--- config.mk ---
export PLATFORM = sky130hd
export DESIGN_NAME = multi_drop_bus_driver_flat
export DESIGN_NICKNAME = d
export VERILOG_FILES = /design/src/rtl/multi_drop_bus_if.sv /design/src/rtl/multi_drop_bus_driver.sv /design/src/flat_wrapper.sv
export SDC_FILE = /design/constraint.sdc
export NUM_CORES = 1
export LEC_CHECK = 0
export CORE_ASPECT_RATIO = 1.75
export CORE_MARGIN = 2
export CORE_UTILIZATION = 35
export DETAILED_ROUTE_END_ITERATION = 12
export PLACE_DENSITY = 0.74
export SYNTH_ARGS = -nofsm -noshare
export SYNTH_HDL_FRONTEND = slang
export SYNTH_SLANG_ARGS = --single-unit
--- constraint.sdc ---
create_clock -name Clock -period 2 [get_ports Clock]
set_input_delay 0.4 -clock Clock [delete_from_list [all_inputs] [get_ports Clock]]
set_output_delay 0.4 -clock Clock [all_outputs]
set_load 0.03 [all_outputs]
--- src/rtl/multi_drop_bus_if.sv ---
// Shared read-side bus bundle: four source request/data/grant sets plus the
// valid/ready databus toward the consumer and the completion/abort pulses.
interface multi_drop_bus_if #(
  parameter int DATA_W = 16
);
  logic              A_req, B_req, C_req, D_req;
  logic [DATA_W-1:0] DataA, DataB, DataC, DataD;
  logic              A_gnt, B_gnt, C_gnt, D_gnt;
  logic [DATA_W-1:0] databus;
  logic              bus_valid;
  logic              bus_ready;
  logic              xfer_done;
  logic              timeout;

  modport master (
    input  A_req, B_req, C_req, D_req,
    input  DataA, DataB, DataC, DataD,
    input  bus_ready,
    output A_gnt, B_gnt, C_gnt, D_gnt,
    output databus, bus_valid, xfer_done, timeout
  );

  modport slave (
    output A_req, B_req, C_req, D_req,
    output DataA, DataB, DataC, DataD,
    output bus_ready,
    input  A_gnt, B_gnt, C_gnt, D_gnt,
    input  databus, bus_valid, xfer_done, timeout
  );
endinterface

--- src/rtl/multi_drop_bus_driver.sv ---
// Round-robin arbiter for four bus sources: grants one source per transfer, holds its
// captured word on databus under valid/ready, and aborts transfers stalled too long.
module multi_drop_bus_driver #(
  parameter int DATA_W  = 16,
  parameter int TIMEOUT = 15
) (
  input logic              Clock,
  input logic              Reset,
  multi_drop_bus_if.master bus
);
  localparam int               CNT_W    = (TIMEOUT < 1) ? 1 : $clog2(TIMEOUT + 1);
  localparam logic [CNT_W-1:0] CNT_MAX  = {CNT_W{1'b1}};
  localparam logic [CNT_W-1:0] CNT_LAST = (TIMEOUT < 1) ? '0 : CNT_W'(TIMEOUT - 1);
  localparam bit               WDOG_EN  = (TIMEOUT != 0);

  typedef enum logic {IDLE, DRIVE} state_t;

  state_t            state;
  logic [3:0]        gnt_r;
  logic [DATA_W-1:0] data_r;
  logic              valid_r;
  logic              done_r;
  logic              to_r;
  logic [1:0]        cur_r;
  logic [1:0]        ptr_r;
  logic [CNT_W-1:0]  cnt_r;

  logic [3:0]        req_vec;
  logic              any_req;
  logic [1:0]        last_src;
  logic [1:0]        nxt_src;
  logic [DATA_W-1:0] nxt_data;

  // Walks from farthest to nearest after 'last' so the nearest requester wins;
  // 'last' itself is visited first, making it the lowest-priority candidate.
  function automatic logic [1:0] rr_pick(input logic [3:0] req, input logic [1:0] last);
    logic [1:0] pick;
    logic [1:0] idx;
    pick = last;
    for (int i = 4; i >= 1; i--) begin
      idx = last + 2'(i);
      if (req[idx]) pick = idx;
    end
    return pick;
  endfunction

  assign req_vec  = {bus.D_req, bus.C_req, bus.B_req, bus.A_req};
  assign any_req  = |req_vec;
  // During DRIVE the source being served is the one that will become last-granted.
  assign last_src = (state == DRIVE) ? cur_r : ptr_r;
  assign nxt_src  = rr_pick(req_vec, last_src);

  always_comb begin
    case (nxt_src)
      2'd0:    nxt_data = bus.DataA;
      2'd1:    nxt_data = bus.DataB;
      2'd2:    nxt_data = bus.DataC;
      default: nxt_data = bus.DataD;
    endcase
  end

  always_ff @(posedge Clock or negedge Reset) begin
    if (!Reset) begin
      state   <= IDLE;
      gnt_r   <= '0;
      data_r  <= '0;
      valid_r <= 1'b0;
      done_r  <= 1'b0;
      to_r    <= 1'b0;
      cur_r   <= 2'd0;
      ptr_r   <= 2'd3;
      cnt_r   <= '0;
    end else begin
      done_r <= 1'b0;
      to_r   <= 1'b0;
      case (state)
        IDLE: begin
          if (any_req) begin
            state   <= DRIVE;
            gnt_r   <= 4'b0001 << nxt_src;
            data_r  <= nxt_data;
            valid_r <= 1'b1;
            cur_r   <= nxt_src;
            cnt_r   <= '0;
          end
        end
        DRIVE: begin
          if (bus.bus_ready) begin
            done_r <= 1'b1;
            ptr_r  <= cur_r;
            if (any_req) begin
              gnt_r  <= 4'b0001 << nxt_src;
              data_r <= nxt_data;
              cur_r  <= nxt_src;
              cnt_r  <= '0;
            end else begin
              state   <= IDLE;
              gnt_r   <= '0;
              data_r  <= '0;
              valid_r <= 1'b0;
            end
          end else if (WDOG_EN && cnt_r == CNT_LAST) begin
            // Abort never chains into a new grant; arbitration resumes from IDLE.
            to_r    <= 1'b1;
            ptr_r   <= cur_r;
            state   <= IDLE;
            gnt_r   <= '0;
            data_r  <= '0;
            valid_r <= 1'b0;
          end else if (cnt_r != CNT_MAX) begin
            cnt_r <= cnt_r + 1'b1;
          end
        end
        default: state <= IDLE;
      endcase
    end
  end

  assign bus.A_gnt     = gnt_r[0];
  assign bus.B_gnt     = gnt_r[1];
  assign bus.C_gnt     = gnt_r[2];
  assign bus.D_gnt     = gnt_r[3];
  assign bus.databus   = data_r;
  assign bus.bus_valid = valid_r;
  assign bus.xfer_done = done_r;
  assign bus.timeout   = to_r;
endmodule

--- src/flat_wrapper.sv ---
// flat-port wrapper written by rule: the top's interface ports become plain ports
module multi_drop_bus_driver_flat 
#(
  parameter int DATA_W  = 16,
  parameter int TIMEOUT = 15
)
  (Clock, Reset, bus_A_req, bus_B_req, bus_C_req, bus_D_req, bus_DataA, bus_DataB, bus_DataC, bus_DataD, bus_bus_ready, bus_A_gnt, bus_B_gnt, bus_C_gnt, bus_D_gnt, bus_databus, bus_bus_valid, bus_xfer_done, bus_timeout);
  multi_drop_bus_if #(.DATA_W(DATA_W)) bus_i ();
  input logic Clock;
  input logic Reset;
  input wire logic [$bits(bus_i.A_req)-1:0] bus_A_req;
  input wire logic [$bits(bus_i.B_req)-1:0] bus_B_req;
  input wire logic [$bits(bus_i.C_req)-1:0] bus_C_req;
  input wire logic [$bits(bus_i.D_req)-1:0] bus_D_req;
  input wire logic [$bits(bus_i.DataA)-1:0] bus_DataA;
  input wire logic [$bits(bus_i.DataB)-1:0] bus_DataB;
  input wire logic [$bits(bus_i.DataC)-1:0] bus_DataC;
  input wire logic [$bits(bus_i.DataD)-1:0] bus_DataD;
  input wire logic [$bits(bus_i.bus_ready)-1:0] bus_bus_ready;
  output wire logic [$bits(bus_i.A_gnt)-1:0] bus_A_gnt;
  output wire logic [$bits(bus_i.B_gnt)-1:0] bus_B_gnt;
  output wire logic [$bits(bus_i.C_gnt)-1:0] bus_C_gnt;
  output wire logic [$bits(bus_i.D_gnt)-1:0] bus_D_gnt;
  output wire logic [$bits(bus_i.databus)-1:0] bus_databus;
  output wire logic [$bits(bus_i.bus_valid)-1:0] bus_bus_valid;
  output wire logic [$bits(bus_i.xfer_done)-1:0] bus_xfer_done;
  output wire logic [$bits(bus_i.timeout)-1:0] bus_timeout;
  assign bus_i.A_req = bus_A_req;
  assign bus_i.B_req = bus_B_req;
  assign bus_i.C_req = bus_C_req;
  assign bus_i.D_req = bus_D_req;
  assign bus_i.DataA = bus_DataA;
  assign bus_i.DataB = bus_DataB;
  assign bus_i.DataC = bus_DataC;
  assign bus_i.DataD = bus_DataD;
  assign bus_i.bus_ready = bus_bus_ready;
  assign bus_A_gnt = bus_i.A_gnt;
  assign bus_B_gnt = bus_i.B_gnt;
  assign bus_C_gnt = bus_i.C_gnt;
  assign bus_D_gnt = bus_i.D_gnt;
  assign bus_databus = bus_i.databus;
  assign bus_bus_valid = bus_i.bus_valid;
  assign bus_xfer_done = bus_i.xfer_done;
  assign bus_timeout = bus_i.timeout;
  multi_drop_bus_driver #(.DATA_W(DATA_W), .TIMEOUT(TIMEOUT)) u_core (.Clock(Clock), .Reset(Reset), .bus(bus_i));
endmodule
Yosys cells after proc, flatten, opt, wreduce, memory -nomap -nowiden
Index checks and enable logic that the tools add are counted.
{"block": "op_classes", "mul": 0, "n_addsub": 4, "muxes": 45, "div_mod_pow": 0, "n_reduce_logical": 7, "n_bitwise": 1, "order_cmp": 3, "shifts": 1, "eq_ne": 10}
{"cell": "$mux 16", "n": 4}
{"cell": "$pmux 16 s3", "n": 1}
{"cell": "$mux 4", "n": 8}
{"cell": "$pmux 16 s2", "n": 1}
{"cell": "$mux 2", "n": 8}
{"cell": "$pmux 4 s2", "n": 2}
{"cell": "$mux 1", "n": 15}
{"cell": "$ne 3x3->1 const B", "n": 4}
{"cell": "$lt 2x3->1 const B", "n": 3}
{"cell": "$bmux 1 s2", "n": 3}
{"cell": "$reduce_and 2->1", "n": 3}
{"cell": "$add 2x2->2 const B", "n": 2}
{"cell": "$add 4x1->4 const B", "n": 1}
{"cell": "$eq 4x4->1 const B", "n": 1}
{"cell": "$ne 4x4->1 const B", "n": 1}
{"cell": "$pmux 1 s2", "n": 2}
{"cell": "$pmux 2 s2", "n": 1}
{"cell": "$reduce_or 4->1", "n": 1}
{"cell": "$shl 1x2->4 const A", "n": 1}
{"cell": "$reduce_and 3->1", "n": 1}
{"cell": "$add 2x1->2 const B", "n": 1}
{"cell": "$eq 2x1->1 const B", "n": 1}
{"cell": "$eq 2x2->1 const B", "n": 1}
{"cell": "$logic_not 2->1", "n": 1}
{"cell": "4 further kinds", "n": 4}
{"block": "word_totals", "mem_count": 0, "ramBits": 0, "romBits": 0, "latchBits": 0, "out_inout_bits": 23, "regBits": 32}

Longest topological paths before layout
Gate-level depths: netlist of the first run.
{"block": "depth", "word_depth": 12, "depth_mapped": 9, "ltp_nobuf": 7}

Worst setup path after synthesis of the first run
Ideal clock, no wire load.
{"block": "synth_timing", "path_type": "register to register", "startpoint": "register u_core.state", "endpoint": "register u_core.data_r[0], in the netlist u_core.bus.databus[0]", "setup_slack_ns": 0.111, "arrival_time_ns": 1.750, "setup_ns": 0.139, "stages_incl_launch_ff": 9, "synth_period_minus_slack_ns": 1.889, "path_cell_list": "dfrtp_1 buf_6 mux2_2 a22o_1 a21oi_2 buf_6 buf_12 mux2i_1 o221ai_1"}
{"block": "synth_via", "elab_chain_cells": 12, "word_cells_on_any_way": 25, "cone_classes": "add/sub (3); eq/ne (4); mux (15); bitwise (1); reduce/logical (2)"}
{"element": "from (decl)", "line": "multi_drop_bus_driver.sv:18", "rtl": "state_t state;"}
{"element": "from (signal assigned)", "line": "multi_drop_bus_driver.sv:64", "rtl": "state <= IDLE;"}
{"element": "from (signal assigned)", "line": "multi_drop_bus_driver.sv:79", "rtl": "state <= DRIVE;"}
{"element": "from (signal assigned)", "line": "multi_drop_bus_driver.sv:97", "rtl": "state <= IDLE;"}
{"element": "$mux 2", "line": "multi_drop_bus_driver.sv:50", "rtl": "assign last_src = (state == DRIVE) ? cur_r : ptr_r;"}
{"element": "$add 2x2->2", "line": "multi_drop_bus_driver.sv:41", "rtl": "idx = last + 2'(i);"}
{"element": "$bmux 1 s2", "line": "multi_drop_bus_driver.sv:42", "rtl": "if (req[idx]) pick = idx;"}
{"element": "$mux 1 (implied by the code)", "line": "multi_drop_bus_driver.sv:42"}
{"element": "$mux 2 (3 in series)", "line": "multi_drop_bus_driver.sv:42"}
{"element": "$eq 2x2->1, or another cell as far along", "line": "multi_drop_bus_driver.sv:54", "rtl": "case (nxt_src)"}
{"element": "$pmux 16 s3", "line": "multi_drop_bus_driver.sv:54"}
{"element": "$mux 16", "line": "multi_drop_bus_driver.sv:91", "rtl": "if (any_req) begin"}
{"element": "$mux 16", "line": "multi_drop_bus_driver.sv:88", "rtl": "if (bus.bus_ready) begin"}
{"element": "$pmux 16 s2", "line": "multi_drop_bus_driver.sv:76", "rtl": "case (state)"}
{"element": "to (signal assigned)", "line": "multi_drop_bus_driver.sv:81", "rtl": "data_r <= nxt_data;"}
{"element": "to (signal assigned)", "line": "multi_drop_bus_driver.sv:93", "rtl": "data_r <= nxt_data;"}
{"element": "to (decl)", "line": "multi_drop_bus_driver.sv:20", "rtl": "logic [DATA_W-1:0] data_r;"}
Several ways; a longest one is shown, not always the timed one. The select of a mux whose other input is x is not followed.
A chain may end at the register's enable or synchronous reset.

Final worst setup path of the first run
{"block": "layout_timing", "startpoint": "register u_core.state", "endpoint": "register u_core.data_r[15], in the netlist u_core.bus.databus[15]"}
The elaborated chain is that of the path after synthesis.

==> impl_metrics.sql, run 1 <==
INSERT INTO impl_metrics (metric_group, metric, value, unit) VALUES
('global_routing', 'grt_max_degree', '33', ''),
('sta', 'postLayoutSetupSlackWorst', '0.0316', 'ns'),
('floorplanning', 'dieArea', '5930', 'µm²'),
('power', 'vdd.ir_drop.worst', '577', 'µV'),
('placed_design', 'post-place-cells', '334', ''),
('clock_network', 'ctsLongestPathBuffers', '2', ''),
('cells_and_area', 'drive_gt1_frac', '0.164', ''),
('cells_and_area', 'antenna-diode-count', '0', ''),
('cells_and_area', 'regArea', '805', 'µm²'),
('routing', 'dr_total_vias', '1838', ''),
('cells_and_area', 'final.fill_count', '462', ''),
('cells_and_area', 'finish.cell_count_without_fillers', '347', ''),
('sta', 'max_freq', '508', 'MHz'),
('synthesis', 'synth.ff_latch_count', '32', ''),
('sta', 'finClkSkew', '0.0133', 'ns'),
('worst_setup_path', 'worstReg2RegEnd', 'u_core.bus.databus[15]', ''),
('worst_setup_path', 'crit_end_element', 'flop', ''),
('worst_setup_path', 'worst_r2r_startpoint', 'u_core.state', ''),
('sta', 'worst_hold_slack', '0.488', 'ns'),
('global_routing', 'antenna_violations_before_repair', '0', ''),
('clock_network', 'cts_inserted_buffers', '5', ''),
('synthesis', 'synthCells', '174', ''),
('sta', 'setup_violations', '0', ''),
('placed_design', 'port-buffer-count', '93', ''),
('sta', 'grt_setup_unrepaired', 'yes', ''),
('synthesis', 'synthArstFlopShare', '1.00', ''),
('worst_setup_path', 'crit_required', '2.15', 'ns'),
('routing', 'ant_nets', '0', ''),
('floorplanning', 'std_cell_rows', '35', ''),
('worst_setup_path', 'cpLargestDelayFamily', 'multiplexers', ''),
('worst_setup_path', 'slowest_delay', '0.44', 'ns'),
('routing', 'drt-total-wl', '5.65', 'mm'),
('global_routing', 'wire_length_of_the_first_global_routing_pass', '8.64', 'mm'),
('cells_and_area', 'fin_area', '3180', 'µm²'),
('routing', 'initialDrtViolationCount', '69', ''),
('synthesis', 'dominantRegCellSynth', 'sky130_fd_sc_hd__dfrtp_1', ''),
('power', 'power_density', '932', 'nW/µm²'),
('synthesis', 'yosysSeqAreaShare', '0.432', ''),
('routing', 'detail_route.vias_per_cell', '5.30', ''),
('worst_setup_path', 'setup.worst_path.start', 'u_core.state', ''),
('worst_setup_path', 'path_buf_inv', '2', ''),
('clock_network', 'numClockSinks', '32', ''),
('sta', 'final.setup.tns', '0', 'ns'),
('placed_design', 'place.detailed.hpwl', '4.22', 'mm'),
('placed_design', 'globalplace.congestion', '0.819', ''),
('placed_design', 'placement_cell_area', '2970', 'µm²'),
('worst_setup_path', 'critPathCapture', 'u_core.bus.databus[15]', ''),
('global_routing', 'first_global_vias', '1849', ''),
('power', 'finalPower', '2.97', 'mW'),
('cells_and_area', 'area.growth.synth_to_final', '71.1', '%'),
('clock_network', 'clock_tree.root_cell', 'sky130_fd_sc_hd__clkbuf_8', ''),
('synthesis', 'post_synth.cell_area_avg', '10.7', 'µm²'),
('sta', 'worst_slew_margin_rel', '0.719', ''),
('sta', 'timing_max_transition_violations_final', '0', ''),
('worst_setup_path', 'cp_cell_sequence', 'mux2_4, a22o_1, a21oi_4, buf_6, clkbuf_16, mux2i_1, o221ai_1', ''),
('routing', 'detailedRoute.firstPassIterationCount', '4', ''),
('clock_network', 'clkTransAtPathRegs', '0.07', 'ns'),
('worst_setup_path', 'path_max_fanout', '8', ''),
('worst_setup_path', 'worst_ep_arrival_time', '2.12', 'ns'),
('worst_setup_path', 'ff2ff_setup_slack', '0.03', 'ns'),
('sta', 'fin_crit_sh', '0.984', ''),
('clock_network', 'htree_levels', '2', ''),
('clock_network', 'insertion_delay', '0.28', 'ns'),
('floorplanning', 'top_level_ports', '94', ''),
('synthesis', 'syn_area', '1860', 'µm²'),
('synthesis', 'synth_nets', '247', ''),
('outcome', 'outcome', 'finished, final reports clean', ''),
('synthesis', 'synth_enable_flop_cells', '0', ''),
('run', 'max_cap_violations', '0', ''),
('worst_setup_path', 'critical_path.slowest_cell', 'sky130_fd_sc_hd__dfrtp_2', ''),
('synthesis', 'synth_cell_type_count', '37', '');
[state kept, by name, indices dropped and copies added (netlist names)]
name and count:
u_core.state 1, u_core.bus.xfer_done 1, u_core.bus.databus 16, u_core.cur_r 2, u_core.bus.bus_valid 1, u_core.cnt_r 4, u_core.gnt_r 4, u_core.bus.timeout 1
u_core.ptr_r 2
[area by class of cell]
cell class	instances	area share
Multi-Input combinational cell	126	0.308
Timing Repair Buffer	120	0.385
Inverter	6	0.00708
Clock buffer	7	0.0240
Tap cell	55	0.0216
Sequential cell	32	0.253
Clock inverter	1	0.00157
[placed cells by master, fill, tap and decap left out, drive strengths merged, types with 2 or more instances in the layout]
| cell type | netlist | routed |
|---|---|---|
| o21ai | 11 | 11 |
| nand2b | 2 | 2 |
| dfrtp | 30 | 30 |
| and3 | 2 | 2 |
| clkbuf | 2 | 9 |
| nor3 | 2 | 2 |
| mux2 | 3 | 3 |
| o211ai | 2 | 2 |
| o221ai | 16 | 16 |
| a21oi | 4 | 4 |
| buf | 8 | 25 |
| inv | 6 | 6 |
| nor2 | 7 | 7 |
| nand3b | 2 | 2 |
| nand2 | 24 | 24 |
| dfstp | 2 | 2 |
| ha | 2 | 2 |
| mux2i | 35 | 35 |
| clkdlybuf4s50 | 0 | 93 |
[worst min path at each step]
stage                                start                endpoint  slack [ns]  cells after the start
finish              u_core.bus.databus[12]  u_core.bus.databus[12]        0.49                      2
global route         u_core.bus.databus[0]   u_core.bus.databus[0]        0.53                      2
CTS                  u_core.bus.databus[1]   u_core.bus.databus[1]        0.49                      2
detailed placement   u_core.bus.databus[1]   u_core.bus.databus[1]        0.47                      2
global placement           u_core.gnt_r[2]         u_core.gnt_r[2]        0.46                      2
floorplan                            Reset    u_core.bus.bus_valid        0.10                      0
[tightest hold or removal path, stage by stage (launching register included)]
cell                       delay (ns)
sky130_fd_sc_hd__dfrtp_1         0.34
sky130_fd_sc_hd__nand2_1         0.05
sky130_fd_sc_hd__o221ai_1        0.06
[timing repair]
action,CTS,global route
buffers inserted,0,3
gates resized for setup,2,12
endpoints found under the setup margin,2,16
hold buffers,0,0
pin swaps,0,3
gates cloned,0,2
[power by group]
part | internal (mW) | switching [mW] | total [mW] | leakage (nW)
sequential | 0.822 | 0.106 | 0.928 | 0.394
combinational | 0.810 | 0.755 | 1.56 | 0.965
clock | 0.244 | 0.230 | 0.474 | 0.0422
total | 1.88 | 1.09 | 2.97 | 1.40
[cells by family (layout without fill, tap and decap cells)]
group	count (synthesis)	in the layout	share of synthesized area
AND/OR/NAND/NOR	45	45	0.114
AO/OA/AOI/OAI	40	40	0.156
multiplexers	38	38	0.213
flip-flops	32	32	0.432
buffers and inverters	16	134	0.0659
adder cells (fa/ha/maj)	2	2	0.0135
XOR/XNOR	1	1	0.00471
[Yosys cell counts, types with 2 or more instances]
cell type,instances,area [µm²]
sky130_fd_sc_hd__and3_1,2,12.5
sky130_fd_sc_hd__clkbuf_1,2,7.51
sky130_fd_sc_hd__nand2b_1,2,12.5
sky130_fd_sc_hd__o21ai_0,11,55.1
sky130_fd_sc_hd__a21oi_1,3,15.0
sky130_fd_sc_hd__dfstp_2,2,52.6
sky130_fd_sc_hd__buf_2,3,15.0
sky130_fd_sc_hd__nand3b_1,2,15.0
sky130_fd_sc_hd__mux2_2,3,33.8
sky130_fd_sc_hd__inv_1,6,22.5
sky130_fd_sc_hd__buf_12,2,40.0
sky130_fd_sc_hd__nor2_1,7,26.3
sky130_fd_sc_hd__o221ai_1,16,140
sky130_fd_sc_hd__o211ai_1,2,15.0
sky130_fd_sc_hd__dfrtp_1,30,751
sky130_fd_sc_hd__nor3_1,2,10.0
sky130_fd_sc_hd__nand2_1,24,90.1
sky130_fd_sc_hd__buf_6,2,22.5
sky130_fd_sc_hd__mux2i_1,34,340
sky130_fd_sc_hd__ha_1,2,25.0
[per-layer routing]
metal,up-vias,GRT usage,part of all wire
met5,-,0,0
met4,0,0.0944,0.033
met3,12,0.0335,0.041
met2,55,0.339,0.55
met1,889,0.211,0.37
li1,882,-,-
(Power assumes the default switching activity.)
==> inputs of run 2 (changes only) <==
--- a/config.mk
+++ b/config.mk
@@ -7,9 +7,9 @@
 export LEC_CHECK = 0
 export CORE_ASPECT_RATIO = 1.75
 export CORE_MARGIN = 2
-export CORE_UTILIZATION = 35
+export CORE_UTILIZATION = 36
 export DETAILED_ROUTE_END_ITERATION = 12
-export PLACE_DENSITY = 0.74
+export PLACE_DENSITY = 0.76
 export SYNTH_ARGS = -nofsm -noshare
 export SYNTH_HDL_FRONTEND = slang
 export SYNTH_SLANG_ARGS = --single-unit
==> run 2 against run 1 <==
  * Clock power increased by 8.9%
  * Cell area decreased by 0.43%
  * Non-clock buffer count decreased by 2
  * Via count decreased by 0.44%
  * Routed wire length increased by 3.2%
  * Critical path depth increased by 1
  * Combinational power about the same
  * Global-route usage increased by 0.89 points
  * Fmax about the same
  * First-iteration DRC count decreased by 55%
  * Hold slack got worse by 0.0043 ns
  * Power increased by 1.2%
  * Largest cell class unchanged
  * Highest routed layer unchanged
==> impl_metrics.sql, run 2 (same netlist as run 1, synthesis figures left out) <==
INSERT INTO impl_metrics (metric_group, metric, value, unit) VALUES
('clock_network', 'cts_tree', 'yes', ''),
('clock_network', 'insertion_delay', '0.28', 'ns'),
('clock_network', 'htree_levels', '2', ''),
('sta', 'hold_violations', '0', ''),
('placed_design', 'port-buffer-count', '93', ''),
('worst_setup_path', 'slowest_delay', '0.42', 'ns'),
('global_routing', 'antenna_violations_before_repair', '0', ''),
('cells_and_area', 'fin_nets', '362', ''),
('floorplanning', 'start_util', '0.374', ''),
('clock_network', 'cts_inserted_buffers', '5', ''),
('worst_setup_path', 'critPathMostFrequentCell', 'sky130_fd_sc_hd__mux2i_1', ''),
('sta', 'setup_violations', '0', ''),
('clock_network', 'clkTransAtPathRegs', '0.06', 'ns'),
('clock_network', 'numClockSinks', '32', ''),
('cells_and_area', 'number_of_flip_flops_in_the_largest_register', '16', ''),
('global_routing', 'grt_max_degree', '33', ''),
('power', 'p_leak', '1.41', 'nW'),
('placed_design', 'globalplace.congestion', '0.842', ''),
('worst_setup_path', 'crit_required', '2.15', 'ns'),
('global_routing', 'globalRouteOverflowTotal', '0', ''),
('clock_network', 'ctsLongestPathBuffers', '2', ''),
('placed_design', 'place.detailed.hpwl', '4.31', 'mm'),
('floorplanning', 'dieArea', '5780', 'µm²'),
('sta', 'timing_max_transition_violations_final', '0', ''),
('routing', 'detail_route.wl_per_cell', '16.9', 'µm'),
('global_routing', 'grt.total_usage', '0.200', ''),
('min_path', 'worstHoldPathType', 'flop to flop', ''),
('sta', 'finClkSkew', '0.00769', 'ns'),
('worst_setup_path', 'worst_r2r_startpoint', 'u_core.state', ''),
('outcome', 'outcome', 'finished, final reports clean', ''),
('sta', 'final.setup.tns', '0', 'ns'),
('placed_design', 'pre_cts_slack', '-0.177', 'ns'),
('routing', 'post-route-drc-count', '0', ''),
('sta', 'worst_slew_margin_rel', '0.715', ''),
('clock_network', 'clock_tree.root_cell', 'sky130_fd_sc_hd__clkbuf_8', ''),
('cells_and_area', 'antenna-diode-count', '0', ''),
('worst_setup_path', 'worst_ep_arrival_time', '2.12', 'ns'),
('routing', 'initialDrtViolationCount', '31', ''),
('sta', 'worstMarginPinSlew', '0.427', 'ns'),
('global_routing', 'wire_length_of_the_first_global_routing_pass', '8.78', 'mm'),
('global_routing', 'first_global_vias', '1894', ''),
('power', 'vdd.ir_drop.worst', '755', 'µV'),
('sta', 'fin_crit_sh', '0.985', ''),
('routing', 'detailedRoute.firstPassIterationCount', '4', ''),
('floorplanning', 'floorplan.die.height', '99.1', 'µm'),
('cells_and_area', 'area.growth.synth_to_final', '70.4', '%'),
('routing', 'ant_nets', '0', ''),
('floorplanning', 'std_cell_rows', '34', ''),
('worst_setup_path', 'crit_type', 'flop to flop', ''),
('sta', 'postLayoutSetupSlackWorst', '0.0304', 'ns'),
('routing', 'dr_total_vias', '1830', ''),
('cells_and_area', 'mostFrequentLayoutCells', '93 x sky130_fd_sc_hd__clkdlybuf4s50_1, 32 x sky130_fd_sc_hd__mux2i_1, 29 x sky130_fd_sc_hd__dfrtp_1', ''),
('sta', 'grt_setup_unrepaired', 'yes', ''),
('worst_setup_path', 'cp_cell_sequence', 'mux2i_4, mux2i_1, a22o_1, a21oi_4, buf_12, buf_8, mux2i_1, o221ai_1', ''),
('worst_setup_path', 'setup.worst_path.start', 'u_core.state', ''),
('floorplanning', 'top_level_ports', '94', ''),
('routing', 'detail_route.vias_per_cell', '5.32', ''),
('routing', 'drt-total-wl', '5.83', 'mm'),
('worst_setup_path', 'critical_path.startpoint_type', 'flop', ''),
('run', 'max_cap_violations', '0', ''),
('sta', 'timing.final.crit_period', '1.97', 'ns'),
('power', 'power_density', '948', 'nW/µm²'),
('floorplanning', 'die_width', '58.3', 'µm'),
('cells_and_area', 'drive_gt1_frac', '0.145', ''),
('power', 'finalPower', '3.00', 'mW'),
('cells_and_area', 'mostFrequentLayoutCell', 'sky130_fd_sc_hd__clkdlybuf4s50_1', ''),
('worst_setup_path', 'path_buf_inv', '2', ''),
('worst_setup_path', 'critical_path.slowest_cell', 'sky130_fd_sc_hd__dfrtp_2', ''),
('worst_setup_path', 'crit_end_element', 'flop', ''),
('min_path', 'min-delay-start', 'u_core.bus.databus[1]', ''),
('sta', 'max_freq', '508', 'MHz'),
('worst_setup_path', 'path_max_fanout', '10', ''),
('cells_and_area', 'utilization', '0.637', ''),
('floorplanning', 'design.core.area', '4980', 'µm²'),
('worst_setup_path', 'cpLargestDelayFamily', 'multiplexers', '');
==> run 2: power by group <==
group,switching [mW],internal [mW]
logic,0.754,0.802
clock network,0.235,0.281
registers,0.108,0.822
==> run 2: final timing paths <==
path,slack [ns],endpoint,depth (start not counted)
setup / recovery,0.03,u_core.bus.databus[9],8
hold / removal,0.48,u_core.bus.databus[1],2
setup reg to reg,0.03,u_core.bus.databus[9],8
hold reg to reg,0.48,u_core.bus.databus[1],2
max in group asynchronous,1.13,u_core.ptr_r[1],2
min in group asynchronous,0.52,u_core.cnt_r[3],2
==> run 2: routing by layer <==
metal  vias to the layer above  routed length [µm]  track usage
li1                        879                   -            -
met1                       871                2030        0.208
met4                         0                 212        0.104
met3                        18                 308       0.0354
met2                        62                3270        0.366
met5                         -                   0            0
==> run 2: worst reg2reg max path, stage by stage (launching register included) <==
cell,delay [ns]
sky130_fd_sc_hd__dfrtp_2,0.42
sky130_fd_sc_hd__mux2i_4,0.30
sky130_fd_sc_hd__mux2i_1,0.11
sky130_fd_sc_hd__a22o_1,0.22
sky130_fd_sc_hd__a21oi_4,0.14
sky130_fd_sc_hd__buf_12,0.14
sky130_fd_sc_hd__buf_8,0.15
sky130_fd_sc_hd__mux2i_1,0.22
sky130_fd_sc_hd__o221ai_1,0.14
==> run 2: cell type report <==
| cell class | instances | area, µm² |
|---|---|---|
| clock buffer | 8 | 90.1 |
| fill | 406 | 1810 |
| inverter | 6 | 22.5 |
| multi-input combinational | 126 | 952 |
| sequential | 32 | 805 |
| tap | 54 | 67.6 |
| timing repair buffer | 118 | 1230 |
==> run 2: repair_timing <==
action / CTS / global route
hold buffers: 0 / 0
endpoints found under the hold margin: 0 / 0
cloned: 0 / 2
setup endpoints to repair: 4 / 13
resized for setup: 1 / 7
setup buffers: 0 / 3
pin swaps: 0 / 2
==> run 2: stage by stage <==
step	instances	hold slack (ns)	instance area, µm²
6_report	344	0.484	3170
2_1_floorplan	174	0.104	1860
3_3_place_gp	331	0.466	2970
5_1_grt	344	0.518	3170
3_5_place_dp	331	0.473	2970
4_1_cts	339	0.489	3060
